[src/rtl/vote_collector.sv]
// Voting front end: synchronises and debounces three voter keys, then latches
// each voter's first press during a fixed window started by start.
module vote_collector #(
  parameter int DEBOUNCE_CYCLES = 4,
  parameter int WINDOW_CYCLES   = 16,
  localparam int RW             = $clog2(WINDOW_CYCLES + 1)
) (
  input  logic          clk,
  input  logic          rst,
  input  logic          start,
  input  logic [2:0]    key,
  output logic [2:0]    votes,
  output logic          votes_valid,
  output logic          voting,
  output logic [RW-1:0] remaining
);

  localparam int CW = $clog2(DEBOUNCE_CYCLES + 1);
  localparam logic [CW-1:0] DB_LAST  = CW'(DEBOUNCE_CYCLES - 1);
  localparam logic [RW-1:0] WIN_LOAD = RW'(WINDOW_CYCLES);

  typedef enum logic [1:0] {
    IDLE   = 2'd0,
    VOTING = 2'd1,
    DONE   = 2'd2
  } state_t;

  state_t        state;
  state_t        state_nx;
  logic [2:0]    sync1;
  logic [2:0]    ks;
  logic [2:0]    db;
  logic [2:0]    db_d;
  logic [CW-1:0] cnt [3];
  logic [2:0]    press;
  logic [2:0]    votes_nx;
  logic [RW-1:0] remaining_nx;

  // Two-flop synchroniser and per-channel debounce; db only toggles after
  // ks has disagreed with it for DEBOUNCE_CYCLES consecutive cycles.
  always_ff @(posedge clk) begin
    if (rst) begin
      sync1 <= 3'b000;
      ks    <= 3'b000;
      db    <= 3'b000;
      db_d  <= 3'b000;
      for (int i = 0; i < 3; i++) begin
        cnt[i] <= {CW{1'b0}};
      end
    end else begin
      sync1 <= key;
      ks    <= sync1;
      db_d  <= db;
      for (int i = 0; i < 3; i++) begin
        if (ks[i] == db[i]) begin
          cnt[i] <= {CW{1'b0}};
        end else if (cnt[i] == DB_LAST) begin
          cnt[i] <= {CW{1'b0}};
          db[i]  <= ~db[i];
        end else begin
          cnt[i] <= cnt[i] + CW'(1);
        end
      end
    end
  end

  assign press = db & ~db_d;

  // State, vote and window-counter registers.
  always_ff @(posedge clk) begin
    if (rst) begin
      state     <= IDLE;
      votes     <= 3'b000;
      remaining <= {RW{1'b0}};
    end else begin
      state     <= state_nx;
      votes     <= votes_nx;
      remaining <= remaining_nx;
    end
  end

  // Next-state logic; a press on the closing edge is still merged into votes.
  always_comb begin
    state_nx     = state;
    votes_nx     = votes;
    remaining_nx = remaining;
    case (state)
      IDLE, DONE: begin
        if (start) begin
          state_nx     = VOTING;
          votes_nx     = 3'b000;
          remaining_nx = WIN_LOAD;
        end else begin
          state_nx = state;
        end
      end
      VOTING: begin
        votes_nx = votes | press;
        if ((remaining == RW'(1)) || ((votes | press) == 3'b111)) begin
          state_nx     = DONE;
          remaining_nx = {RW{1'b0}};
        end else begin
          remaining_nx = remaining - RW'(1);
        end
      end
      default: begin
        state_nx     = IDLE;
        votes_nx     = 3'b000;
        remaining_nx = {RW{1'b0}};
      end
    endcase
  end

  assign voting      = (state == VOTING);
  assign votes_valid = (state == DONE);

endmodule

[config.mk]
export PLATFORM = sky130hd
export DESIGN_NAME = vote_collector
export DESIGN_NICKNAME = d
export VERILOG_FILES = /design/src/rtl/vote_collector.sv
export SDC_FILE = /design/constraint.sdc
export NUM_CORES = 1
export LEC_CHECK = 0
export ABC_CLOCK_PERIOD_IN_PS = 1890
export CORE_UTILIZATION = 53
export DETAILED_ROUTE_END_ITERATION = 10
export PLACE_DENSITY = 0.85
export SLEW_MARGIN = 15
export SYNTH_ARGS = -nofsm -noshare
export SYNTH_HDL_FRONTEND = slang
export SYNTH_SLANG_ARGS = --single-unit
export TNS_END_PERCENT = 10
[constraint.sdc]
create_clock -name clk -period 1.89 [get_ports clk]
set_input_delay 0.567 -clock clk [delete_from_list [all_inputs] [get_ports clk]]
set_output_delay 0.567 -clock clk [all_outputs]
set_load 0.1 [all_outputs]
# Yosys cells after proc, flatten, opt, wreduce, memory -nomap -nowiden
# Memories as Yosys holds them, arrays and structs flattened.
# Index checks and enable logic that the tools add are counted.
# W data, S select, Z words.
# word_totals
n_memories	1
latch_bits	0
mem_bits_rw	9
out_inout_bits	10
rom_bits	0
reg_bits	22
# mem_list
name	words	word_bits	rd	rd_clocked_by_memory_dff	write_ports	line	source
cnt	3	3	3	0	3	34	logic [CW-1:0] cnt [3];
# classes
n_mul	0
n_reduce_logical	7
n_lt_le_gt_ge	0
add_sub_neg	4
shift	0
n_eq_ne	12
muxes	52
n_bitwise	18
n_div	0
# op_table
op	count
$mux W1	35
$mux W3	10
$mux W5	2
$pmux W5 S2	1
$add A3 B1 Y3 const B	3
$eq A3 B2 Y1 const B	3
$or A1 B1 Y1	9
$reduce_and A2 Y1	4
$not A1 Y1	6
$pmux W3 S2	1
$eq A5 B1 Y1 const B	1
$sub A5 B1 Y5 const B	1
$mux W2	2
$pmux W2 S2	1
$and A3 B3 Y3	1
$eq A1 B1 Y1	3
$eq A3 B3 Y1 const B	1
$not A3 Y3	1
$or A3 B3 Y3	1
$eq A2 B1 Y1 const B	1
$eq A2 B2 Y1 const B	1
$logic_not A2 Y1	1
$ne A2 B1 Y1 const B	1
$ne A2 B2 Y1 const B	1
2 further kinds	2

# Longest topological paths before layout
# depth
ltp_word	7
mapped_depth	6
depth_no_buf	6

# Worst setup path before layout
# OpenSTA, ideal clock, no wires.
# synth_timing
kind	register to register
from	register remaining[0]
to	register remaining[4]
setup_slack_ps	-490
stages_incl_launch_ff	7
arrival_ps	2287
setup_ps	93
period_less_slack_ps	2380
cell_sequence	dfxtp_1 > inv_1 > ha_1 > nor3b_2 > xnor2_1 > or4_1 > o32ai_1
# synth_between
elab_chain_cells	4
# synth_lines
element	line	source
from (decl)	15	output logic [RW-1:0] remaining
from (signal assigned)	74	remaining <= {RW{1'b0}};
from (signal assigned)	78	remaining <= remaining_nx;
branches (longest 2 deep; another with $sub A5 B1 Y5)	n/a	
$mux W5 *	99	if ((remaining == RW'(1)) || ((votes | press) == 3'b111)) begin
$pmux W5 S2 *	87	case (state)
# Mark *: on every way between the ends.
# A chain may end at the register's enable or synchronous reset.

# Worst setup path after layout
# layout_timing
from	register state[0]
to	output port voting
# layout_between
elab_chain_cells	1
# layout_lines
element	line	source
from (decl)	28	state_t state;
from (signal assigned)	76	state <= state_nx;
$eq A2 B1 Y1	114	assign voting = (state == VOTING);
to (decl)	14	output logic voting,
# No other way between the ends.

==> flow_metrics.py <==
metrics = {
    "routing": {
        "ant_nets": 0,
        "drc": 0,
        "wl_per_cell_um": 12.5,
        "wl_um": 2330,
        "drtIter0Drc": 23,
        "dr.pass1.iters": 4,
        "dr_total_vias": 934,
        "viasPerCell": 5.02,
    },
    "sta": {
        "max_clock_freq_ghz": 0.550,
        "rsz0062_at_grt": "false",
        "slew_violations": 0,
        "hold_viol_final": 0,
        "fin_crit_ns": 1.82,
        "finalCritPeriodShare": 0.962,
        "max_slew.worst_pin.slew_ns": 0.598,
        "setup_violations": 0,
        "finalClockSkew_ns": 0.00800,
        "worst_slew_margin_rel": 0.602,
    },
    "floorplanning": {
        "die_h_um": 51.5,
        "dieWidth_um": 51.5,
        "ios": 16,
        "placeableCoreArea_um2": 2250,
        "rows": 17,
        "fp.dieArea_um2": 2650,
        "start_util": 0.577,
    },
    "pwr": {
        "power.leakage_uw": 0.000711,
        "vdd_ir_drop_max_uv": 844,
        "power_density_nw_per_um2": 891,
    },
    "logic_synthesis": {
        "synth_xor_xnor_area_share": 0.0472,
        "yosys-top-cells-count": "dfxtp_1, nor2_1, inv_1, nor2b_1, edfxtp_1",
        "async_flop_share": 0,
        "synthesis.area_um2": 1300,
        "synthMostInstantiatedCell": "dfxtp_1",
        "synth.distinct_cells": 29,
        "yosysSeqAreaShare": 0.547,
        "synthSimpleGateAreaFrac": 0.186,
        "synth.area.top_cells": "dfxtp_1, edfxtp_1, ha_1",
        "syn_avg_cell_area_um2": 10.7,
        "synth.top_cell.area_share": 0.339,
        "ys_ff_latch": 31,
        "synth-edff-count": 9,
        "synthCells": 122,
        "synthMuxAreaShare": 0.0231,
        "synth_ff_type": "dfxtp_1",
        "ys.warnings.count": 0,
        "synth_compound_area_frac": 0.0741,
        "synth_top_family_by_area": "simple AND/OR/NAND/NOR gates",
        "synth_top_cell_by_area": "dfxtp_1",
        "synthAdderAreaFrac": 0.0770,
    },
    "worst_setup_path": {
        "cp_data_arrival_time_ns": 1.25,
        "cp-end-kind": "output pin",
        "r2r_start": "remaining[0]",
        "ff2ff_path_depth": 6,
        "worstPathRequired_ns": 1.32,
        "r2r_slack_ns": 0.22,
        "endpoint": "voting",
        "critPathLaunchType": "flop",
        "crit_type": "flop to output pin",
        "crit_start": "state[0]",
        "critPathMaxFanout": 7,
        "crit_path_cell_trace": "nand2b_4, inv_1, buf_12",
        "max_stage_delay_ns": 0.49,
        "slowest_stage": "dfxtp_1",
        "r2r_end": "remaining[4]",
    },
    "clock_tree": {
        "cts_resized": 1,
        "cts_setup_buffers": 0,
        "path_clk_slew_ns": 0.10,
        "cts_buffer_depth": 2,
        "cts-buffers-inserted": 5,
        "cts_sinks": 31,
        "clock_latency_ns": 0.33,
        "root_buffer": "clkbuf_4",
        "cts_tree": "built",
        "htree_num_levels": 2,
        "cts_hold_buf": 0,
    },
    "status": {
        "status": "finished, final reports clean",
    },
    "layout": {
        "drive_above_1_share": 0.190,
        "final_core_util": 0.768,
        "layout.cells.non_filler": 186,
        "antenna_cells": 0,
        "area_growth_pct": 33.2,
        "final_nets": 171,
    },
    "placement": {
        "place_congestion": 0.769,
        "port_buffers": 15,
        "dp.cells": 178,
        "dp.final_hpwl_um": 1810,
    },
    "global_routing": {
        "grt_usage": 0.211,
        "antenna_found_initial": 0,
        "globalRouteOverflowTotal": 0,
        "grt_pass1_wl_um": 3950,
        "grt_pass1_vias": 946,
        "grt_max_degree": 11,
    },
    "flow_run": {
        "maxCapViolCount": 0,
    },
    "min_path": {
        "hold_path.class": "flop to flop",
    },
}
==> how the worst min path moves through the flow <==
stage / end / depth (start not counted) / slack (ns) / start
detailed placement: ks[0] / 1 / 0.43 / sync1[0]
floorplan: ks[0] / 1 / 0.41 / sync1[0]
global route: ks[0] / 1 / 0.46 / sync1[0]
finish: ks[0] / 1 / 0.44 / sync1[0]
CTS: ks[0] / 1 / 0.45 / sync1[0]
global placement: ks[0] / 1 / 0.42 / sync1[0]
==> cells by family (layout without fill, tap and decap cells) <==
group                      count (synthesis)  in the layout
buffers and inverters                     15             43
adders and majority gates                  8              8
muxes                                      3              3
other                                      1              9
AOI/OAI and AO/OA                         11             11
DFF                                       31             31
and+or+nand+nor                           46             46
xor gates and xnor gates                   7              7
==> worst max-delay path, delay by kind of cell (launching register included) <==
family | cells | cell delay, ns
simple gates | 1 | 0.12
flops | 1 | 0.49
buf+inv | 2 | 0.31
==> layout by cell type (no fill, tap or decap), types with 2 or more instances in the layout <==
| cell | n |
|---|---|
| clkdlybuf4s50_1 | 5 |
| a2bb2oi_1 | 3 |
| dfxtp_1 | 20 |
| or3_1 | 3 |
| nor2b_1 | 9 |
| ha_1 | 8 |
| clkbuf_4 | 5 |
| dfxtp_2 | 2 |
| buf_4 | 7 |
| nand2_1 | 3 |
| conb_1 | 9 |
| edfxtp_1 | 9 |
| mux2i_1 | 3 |
| buf_12 | 10 |
| xnor2_1 | 6 |
| inv_1 | 13 |
| nor3_1 | 3 |
| nor2_1 | 18 |
| nand2b_1 | 3 |
==> where the power goes <==
part           internal (uW)  leakage, uW  total (uW)  switching (uW)
clock network            178    0.0000329         397             219
registers                719     0.000273         761            42.1
logic                    160     0.000404         385             225
==> state kept, by name, indices dropped and copies added, names as in the netlist <==
name and count:
remaining 5, state 2, sync1 3, ks 3, cnt 9, db_d 3, db 3, votes 3
==> area by class of cell <==
class / instances / area, um^2
Clock buffer: 7 / 55.1
Clock inverter: 1 / 3.75
Fill cell: 149 / 523
Inverter: 13 / 48.8
Multi-Input combinational cell: 84 / 573
Sequential cell: 31 / 713
Tap cell: 28 / 35.0
Timing Repair Buffer: 22 / 303
==> layer usage <==
| layer | vias up | global-route usage | wire (um) |
|---|---|---|---|
| met1 | 437 | 0.220 | 991 |
| met3 | 3 | 0.0877 | 113 |
| met5 | - | 0 | 0 |
| met2 | 22 | 0.374 | 1200 |
| li1 | 472 | - | - |
| met4 | 0 | 0.0811 | 30 |
==> stage by stage <==
step,power (uW),cell area (um^2),TNS (ns),hold WS [ns],worst slack [ns]
floorplan,1010,1340,-0.375,0.414,-0.129
global placement,1140,1670,-0.00482,0.420,-0.00482
detailed placement,1160,1670,-0.0930,0.427,-0.0554
CTS,1560,1730,0,0.450,0.0694
global route,1600,1730,0,0.457,0.00677
finish,1540,1730,0,0.443,0.0711
No activity file was read; power rests on OpenSTA's default activity.
